==> config.mk <==
export PLATFORM = sky130hd
export DESIGN_NAME = if_prefetch_flat
export DESIGN_NICKNAME = d
export VERILOG_FILES = /design/src/rtl/if_prefetch_if.sv /design/src/rtl/if_prefetch.sv /design/src/flat_wrapper.sv
export SDC_FILE = /design/constraint.sdc
export NUM_CORES = 1
export LEC_CHECK = 0
export CORE_UTILIZATION = 30
export DETAILED_ROUTE_END_ITERATION = 6
export HOLD_SLACK_MARGIN = 0.05
export PLACE_DENSITY = 0.58
export SLEW_MARGIN = 5
export SYNTH_ARGS = -nofsm -noshare
export SYNTH_HDL_FRONTEND = slang
export SYNTH_SLANG_ARGS = --single-unit
==> constraint.sdc <==
create_clock -name clk -period 12.49 [get_ports clk]
set_input_delay 3.1225 -clock clk [delete_from_list [all_inputs] [get_ports clk]]
set_output_delay 3.1225 -clock clk [all_outputs]
set_load 0.01 [all_outputs]
==> src/rtl/if_prefetch_if.sv <==
// if_prefetch_if: bundles the fetch unit's memory bus, the downstream
// instruction stream and the redirect request.
//   master modport (the prefetcher):
//     in : jump, jump_addr, ram_ready, ram_data, out_ready
//     out: ram_read, ram_addr, out_valid, pc_o, inst_o, stall_if
//   slave modport (memory / pipeline side): the same signals, reversed.
interface if_prefetch_if #(
  parameter int ADDR_WIDTH = 32,
  parameter int INST_WIDTH = 32
);
  logic                  jump;
  logic [ADDR_WIDTH-1:0] jump_addr;
  logic                  ram_read;
  logic [ADDR_WIDTH-1:0] ram_addr;
  logic                  ram_ready;
  logic [INST_WIDTH-1:0] ram_data;
  logic                  out_valid;
  logic                  out_ready;
  logic [ADDR_WIDTH-1:0] pc_o;
  logic [INST_WIDTH-1:0] inst_o;
  logic                  stall_if;

  modport master (
    input  jump, jump_addr, ram_ready, ram_data, out_ready,
    output ram_read, ram_addr, out_valid, pc_o, inst_o, stall_if
  );

  modport slave (
    output jump, jump_addr, ram_ready, ram_data, out_ready,
    input  ram_read, ram_addr, out_valid, pc_o, inst_o, stall_if
  );
endinterface

==> src/rtl/if_prefetch.sv <==
// if_prefetch: instruction prefetcher. Issues one read at a time to an
// instruction memory, collects {pc, inst} pairs in a DEPTH-entry queue and
// presents the queue head downstream. A jump flushes the queue and redirects
// fetching; a read already in flight when the jump arrives is completed and
// its data thrown away.
// Ports:
//   clk   - clock, all state changes on the rising edge
//   reset - synchronous active-high reset
//   bus   - if_prefetch_if.master (memory bus, output stream, redirect)
module if_prefetch #(
  parameter int                    ADDR_WIDTH = 32,
  parameter int                    INST_WIDTH = 32,
  parameter int                    DEPTH      = 4,
  parameter logic [ADDR_WIDTH-1:0] RESET_PC   = '0
) (
  input logic           clk,
  input logic           reset,
  if_prefetch_if.master bus
);

  localparam int PTR_W = $clog2(DEPTH);
  localparam int CNT_W = PTR_W + 1;
  localparam logic [CNT_W-1:0] FULL = CNT_W'(DEPTH);

  typedef enum logic [1:0] {IDLE, REQ, DROP} state_t;

  state_t                state_q, state_d;
  logic [ADDR_WIDTH-1:0] fetch_pc_q, fetch_pc_d;
  logic [ADDR_WIDTH-1:0] ram_addr_q, ram_addr_d;
  logic [CNT_W-1:0]      count_q, count_d;
  logic [PTR_W-1:0]      rd_ptr_q, rd_ptr_d;
  logic [PTR_W-1:0]      wr_ptr_q, wr_ptr_d;
  logic [ADDR_WIDTH-1:0] pc_mem_q   [DEPTH];
  logic [INST_WIDTH-1:0] inst_mem_q [DEPTH];

  logic                  head_valid;
  logic                  push;
  logic                  pop;
  logic [ADDR_WIDTH-1:0] next_pc;
  logic [CNT_W-1:0]      count_after_push;

  assign head_valid = (count_q != '0);
  assign next_pc    = fetch_pc_q + ADDR_WIDTH'(4);

  always_comb begin
    state_d          = state_q;
    fetch_pc_d       = fetch_pc_q;
    ram_addr_d       = ram_addr_q;
    count_d          = count_q;
    rd_ptr_d         = rd_ptr_q;
    wr_ptr_d         = wr_ptr_q;
    push             = 1'b0;
    pop              = 1'b0;
    count_after_push = count_q;

    if (bus.jump) begin
      // Flush wins over any same-cycle push or pop.
      count_d    = '0;
      rd_ptr_d   = '0;
      wr_ptr_d   = '0;
      fetch_pc_d = bus.jump_addr;
      if (state_q == IDLE || bus.ram_ready) begin
        state_d    = REQ;
        ram_addr_d = bus.jump_addr;
      end else begin
        // The in-flight read must still complete on the old address.
        state_d = DROP;
      end
    end else begin
      pop = head_valid && bus.out_ready;
      // Count after a push this cycle; REQ is never entered with a full queue,
      // so this cannot overflow.
      count_after_push = count_q + CNT_W'(1) - CNT_W'(pop);
      unique case (state_q)
        IDLE: begin
          if (count_q < FULL) begin
            state_d    = REQ;
            ram_addr_d = fetch_pc_q;
          end
        end
        REQ: begin
          if (bus.ram_ready) begin
            push       = 1'b1;
            fetch_pc_d = next_pc;
            if (count_after_push < FULL) begin
              state_d    = REQ;
              ram_addr_d = next_pc;
            end else begin
              state_d = IDLE;
            end
          end
        end
        DROP: begin
          if (bus.ram_ready) begin
            state_d    = REQ;
            ram_addr_d = fetch_pc_q;
          end
        end
        default: state_d = IDLE;
      endcase
      count_d  = count_q + CNT_W'(push) - CNT_W'(pop);
      rd_ptr_d = rd_ptr_q + PTR_W'(pop);
      wr_ptr_d = wr_ptr_q + PTR_W'(push);
    end
  end

  always_ff @(posedge clk) begin
    if (reset) begin
      state_q    <= IDLE;
      fetch_pc_q <= RESET_PC;
      ram_addr_q <= '0;
      count_q    <= '0;
      rd_ptr_q   <= '0;
      wr_ptr_q   <= '0;
    end else begin
      state_q    <= state_d;
      fetch_pc_q <= fetch_pc_d;
      ram_addr_q <= ram_addr_d;
      count_q    <= count_d;
      rd_ptr_q   <= rd_ptr_d;
      wr_ptr_q   <= wr_ptr_d;
      if (push) begin
        pc_mem_q[wr_ptr_q]   <= ram_addr_q;
        inst_mem_q[wr_ptr_q] <= bus.ram_data;
      end
    end
  end

  assign bus.ram_read  = (state_q != IDLE);
  assign bus.ram_addr  = ram_addr_q;
  assign bus.out_valid = head_valid;
  assign bus.pc_o      = head_valid ? pc_mem_q[rd_ptr_q] : '0;
  assign bus.inst_o    = head_valid ? inst_mem_q[rd_ptr_q] : '0;
  assign bus.stall_if  = !head_valid;

endmodule

==> src/flat_wrapper.sv <==
// flat-port wrapper written by rule: the top's interface ports become plain ports
module if_prefetch_flat 
#(
  parameter int                    ADDR_WIDTH = 32,
  parameter int                    INST_WIDTH = 32,
  parameter int                    DEPTH      = 4,
  parameter logic [ADDR_WIDTH-1:0] RESET_PC   = '0
)
  (clk, reset, bus_jump, bus_jump_addr, bus_ram_ready, bus_ram_data, bus_out_ready, bus_ram_read, bus_ram_addr, bus_out_valid, bus_pc_o, bus_inst_o, bus_stall_if);
  if_prefetch_if #(.ADDR_WIDTH(ADDR_WIDTH), .INST_WIDTH(INST_WIDTH)) bus_i ();
  input logic clk;
  input logic reset;
  input wire logic [$bits(bus_i.jump)-1:0] bus_jump;
  input wire logic [$bits(bus_i.jump_addr)-1:0] bus_jump_addr;
  input wire logic [$bits(bus_i.ram_ready)-1:0] bus_ram_ready;
  input wire logic [$bits(bus_i.ram_data)-1:0] bus_ram_data;
  input wire logic [$bits(bus_i.out_ready)-1:0] bus_out_ready;
  output wire logic [$bits(bus_i.ram_read)-1:0] bus_ram_read;
  output wire logic [$bits(bus_i.ram_addr)-1:0] bus_ram_addr;
  output wire logic [$bits(bus_i.out_valid)-1:0] bus_out_valid;
  output wire logic [$bits(bus_i.pc_o)-1:0] bus_pc_o;
  output wire logic [$bits(bus_i.inst_o)-1:0] bus_inst_o;
  output wire logic [$bits(bus_i.stall_if)-1:0] bus_stall_if;
  assign bus_i.jump = bus_jump;
  assign bus_i.jump_addr = bus_jump_addr;
  assign bus_i.ram_ready = bus_ram_ready;
  assign bus_i.ram_data = bus_ram_data;
  assign bus_i.out_ready = bus_out_ready;
  assign bus_ram_read = bus_i.ram_read;
  assign bus_ram_addr = bus_i.ram_addr;
  assign bus_out_valid = bus_i.out_valid;
  assign bus_pc_o = bus_i.pc_o;
  assign bus_inst_o = bus_i.inst_o;
  assign bus_stall_if = bus_i.stall_if;
  if_prefetch #(.ADDR_WIDTH(ADDR_WIDTH), .INST_WIDTH(INST_WIDTH), .DEPTH(DEPTH), .RESET_PC(RESET_PC)) u_core (.clk(clk), .reset(reset), .bus(bus_i));
endmodule
### Word-level counts from Yosys, hierarchy flattened

Memory sizes are Yosys's and may differ from the RTL's. A register that Yosys moved wholly into a read port is not among the register bits.
Cells that the tools add are included.

* divide/modulo/power cells: 0
* magnitude comparators: 2
* shifts and indexed selects: 0
* multiplexer cells: 28
* eq/ne operators: 7
* add/subtract/negate cells: 7
* bitwise operators: 0
* reduce and logical (&&, ||, !) cells: 13
* multipliers: 0

Operators by type and width (number)
* $mux W32: 11
* $pmux W32 S3: 1
* $add A32 B3 Y32 const B: 1
* $mux W2: 7
* $ne A3 B3 Y1 const B: 3
* $mux W1: 8
* $lt A3 B3 Y1 const B: 2
* $pmux W2 S3: 1
* $reduce_and A6 Y1: 1
* $reduce_bool A2 Y1: 3
* $sub A3 B1 Y3: 2
* $add A2 B1 Y2: 2
* $reduce_bool A4 Y1: 1
* $add A3 B1 Y3: 1
* $add A3 B1 Y3 const B: 1
* $ne A3 B2 Y1 const B: 1
* $reduce_and A3 Y1: 1
* $reduce_bool A3 Y1: 1
* $eq A2 B1 Y1 const B: 1
* $eq A2 B2 Y1 const B: 1
* $logic_not A2 Y1: 1
* $ne A2 B1 Y1 const B: 1
* $reduce_and A2 Y1: 1
* $reduce_or A2 Y1: 1
* other kinds (3): 3

* input port bits: 69
* word-level logic and storage cells: 65
* register bits: 73
* memories: 2
* latch bits: 0
* bits in read-only memories: 0
* RAM bits: 256
* output and inout bits: 99

Memory list
* u_core.inst_mem_q: words 4, bits a word 32, rd ports 1, clocked after Yosys merged registers in 1, write ports 1, line if_prefetch.sv:34 `logic [INST_WIDTH-1:0] inst_mem_q [DEPTH];`
* u_core.pc_mem_q: words 4, bits a word 32, rd ports 1, clocked after Yosys merged registers in 1, write ports 1, line if_prefetch.sv:33 `logic [ADDR_WIDTH-1:0] pc_mem_q [DEPTH];`

### Depth between registers and ports, before layout

* depth in word-level cells: 8
* depth in mapped cells: 12
* depth with buffers taken out: 10

### Least setup slack after synthesis

No wires, ideal clock.

* kind: in2reg
* start point: input bus_jump
* end point: memory u_core.inst_mem_q[0][0] (enable)
* setup time: 0.644 ns
* buffers on the path: 1
* setup slack: 2.132 ns
* arrival: 9.714 ns
* stages: 4
* data required time: 11.846 ns
* cell sequence: inv_1 -> clkbuf_1 -> nand2_1 -> nor4_1

* cells in the longest elaborated chain, start to end: 4

RTL lines
* start, declared: line flat_wrapper.sv:13 `input wire logic [$bits(bus_i.jump)-1:0] bus_jump;`
* $mux W1: line if_prefetch.sv:56 `if (bus.jump) begin`
* $mux W1: line if_prefetch.sv:122 `if (push) begin`
* $mux W1: line if_prefetch.sv:108 `if (reset) begin`
* $mux W1 (implied by the code): line if_prefetch.sv:124 `inst_mem_q[wr_ptr_q] <= bus.ram_data;`
* end, declared: line if_prefetch.sv:34

Every way passes these cells.

==> metrics.md <==
| Metric | Value |
|---|---|
| Worst-Skew Late Latency | ~520 ps |
| Syn-to-layout area delta | 24.2% |
| Clock Sinks | 329 |
| Synth area leader | edfxtp_1 |
| Critical Path RT | around 9400 ps |
| Count leader, synth | edfxtp_1 |
| Slew margin rel. | 0.259 |
| Ys Warns | 0 |
| Ys flop type | edfxtp_1 |
| Synth top cells by count | 256 x edfxtp_1, 73 x dfxtp_1, 71 x and2_1 |
| CP Launch Type | flop |
| Overall power | ~2.5 mW |
| Routed WL | around 34 mm |
| Standard-cell rows | a little under 80 |
| Clock Path Buffers | 3 |
| Fillcell total | 4272 |
| Inserted Clock Buffers | 37 |
| I/O pin cnt | about 170 |
| Fin Setup TNS | 0 ps |
| Max Clock Freq | roughly 0.16 GHz |
| Fin nets | 1135 |
| Antenna Cells | 0 |
| Flops & latches, synth | approximately 330 |
| GP Congestion | ~0.85 |
| Count of different cell masters after synthesis | a little under 70 |
| Die Y | roughly 220 um |
| DRC viols | 0 |
| Synth area leaders | edfxtp_1 55%, dfxtp_1 11%, mux4_2 10%, and2_1 3.2%, xor2_1 1.5% |
| Slew Limit Fails | 0 |
| Mapped Cells | a little over 900 |
| Vias after detailed routing | about 8300 |
| HPWL after detailed placement | ~22 mm |
| Vias in the first global route | approximately 8200 |
| Horiz. Die Dim | between 200 and 250 um |
| Ys async rst share | 0 |
| Sequential-to-total area share from yosys stat | 0.658 |
| Share of the synthesized area in the top cell type | 0.553 |
| CTS tree | done |
| FF-to-FF Start | u_core.count_q[2] |
| Worst EP arrival | approximately 3300 ps |
| Hold Crit Start | u_core.fetch_pc_q[1] |
| Setup-failing EPs final | 0 |
| Worst Skew | between 20 and 25 ps |
| Pin count of the biggest net entering global routing | 67 |
| Critical path endpoint category | output port |
| # resized after CTS | 0 |
| DR pass1 iterations | 5 |
| Leakage | approximately 5.6 nW |
| ANT nets after route | 0 |
| Post-CTS setup buffer count | 0 |
| All-Layer GR Usage | 0.142 |
| Peak supply drop | ~0.08 mV |
| First-pass GRT wire length | around 51 mm |
| Crit-path max FO | 33 |
| GRT overflow | 0 |
| Vias/cell | ~4.9 |
| Period utilization | 0.515 |
| Iteration-0 DRC count of the detailed router | roughly 800 |
| Initial core utilization | 0.305 |
| Fin. Hold Viols | 0 |
| H-tree levels | 2 |
| Wire per inst | about 20 um |
| Critical path class | flop to output port |
| Slew at the pin closest to its max-slew limit | ~1100 ps |
| Share of cells above drive strength 1 | 0.139 |
| PwrDens | approximately 150 nW/um^2 |
| Clock root cell | clkbuf_16 |
| Hold Path Class | flop to flop |
| Final Util | 0.379 |
| Post-layout min period | 6440 ps |
| Number of flops mapped to enable cells by yosys | ~260 |
| Max-cap violations | 0 |
| Antenna violations before repair | 0 |
| CTS clock-pin slew for the worst setup and hold paths | around 50 ps |
| Cts hold-fix bufs | 0 |
| Average size of a mapped cell | between 15 and 20 um^2 |
| Post-Synthesis Cell Area | between 10000 and 15000 um^2 |
| CP Launch Point | u_core.rd_ptr_q[0] |
| Die area | around 47000 um^2 |
| Status | finished, final reports clean |
| IO Port Bufs | about 170 |
| Core ar. | ~46000 um^2 |
| Syn Nets | approximately 980 |
| RSZ-0062 raised after global routing | no |
## registers in the layout, summed over array words and instances, names as in the netlist
| register | count |
|---|---|
| u_core.inst_mem_q | 128 |
| u_core.wr_ptr_q | 2 |
| u_core.count_q | 3 |
| u_core.fetch_pc_q | 32 |
| u_core.bus.ram_addr | 32 |
| u_core.state_q | 2 |
| u_core.rd_ptr_q | 2 |
| u_core.pc_mem_q | 128 |
## metal layers
metal,vias to the layer above,global-route usage,part of all wire
li1,3823,-,-
met1,4151,0.203,0.46
met2,294,0.219,0.46
met3,47,0.0250,0.056
met4,0,0.0399,0.023
met5,-,0,0
## where the power goes
part	switching, mW	internal (mW)	leakage (nW)	total (mW)
sequential	0.0421	1.21	2.94	1.25
combinational	0.113	0.125	2.05	0.238
clock	0.427	0.616	0.583	1.04
## logic make-up (layout without fill, tap and decap cells)
| group | after synthesis | count (layout) | share of synthesized area |
|---|---|---|---|
| compound gates | 108 | 108 | 0.0562 |
| xor+xnor | 46 | 46 | 0.0290 |
| fa+ha+maj | 7 | 7 | 0.00684 |
| buf+inv | 77 | 257 | 0.0290 |
| flops | 329 | 329 | 0.658 |
| mux | 69 | 69 | 0.107 |
| simple gates | 272 | 272 | 0.114 |
## placed cells by master (no fill, tap or decap), types with 8 or more instances in the layout
cell type	synthesis	layout
a211oi_1	13	12
xnor2_1	22	22
nor3_1	13	13
xor2_1	24	24
nand2_1	41	41
dfxtp_1	73	71
nand4_1	19	19
clkbuf_16	0	38
clkdlybuf4s50_1	0	167
inv_1	11	11
mux4_2	64	64
clkinv_1	1	10
o211a_1	8	8
edfxtp_1	256	256
and2_1	71	71
nor2_1	41	39
o21ai_0	11	11
a21oi_1	22	22
nand3_1	25	25
nand2b_1	13	13
buf_4	4	10
## worst max-delay path, cell delays in order, from the launching register on
cell	delay (ps)
dfxtp_4	780
buf_4	670
mux4_2	590
and2_1	210
clkdlybuf4s50_1	480
## layout make-up
type / instances / area [um^2] / share of cell area
clock buffer: 47 / 1000 / 0.0582
inverter: 12 / 45.0 / 0.00261
multi-input combinational: 502 / 4380 / 0.254
sequential: 329 / 9160 / 0.530
clock inverter: 21 / 176 / 0.0102
timing repair buffer: 177 / 1750 / 0.101
tap: 600 / 751 / 0.0435
## path summary, 6_finish.rpt
check	cells after the start	end	slack [ps]
min	2	u_core.fetch_pc_q[1]	540
max reg2reg	8	u_core.bus.ram_addr[31]	9080
max	4	bus_pc_o[13]	6050
min reg2reg	2	u_core.fetch_pc_q[1]	540
## stage by stage
stage,instances,hold WS (ps),cell area [um^2],worst slack [ps]
finish,1688,538,17300,6050
global route,1688,573,17300,5790
CTS,1688,535,17300,5900
detailed placement,1620,519,16100,5520
global placement,1620,517,16100,5530
floorplan,908,477,13900,2130
Note: power is estimated with default switching activity, not from simulation.
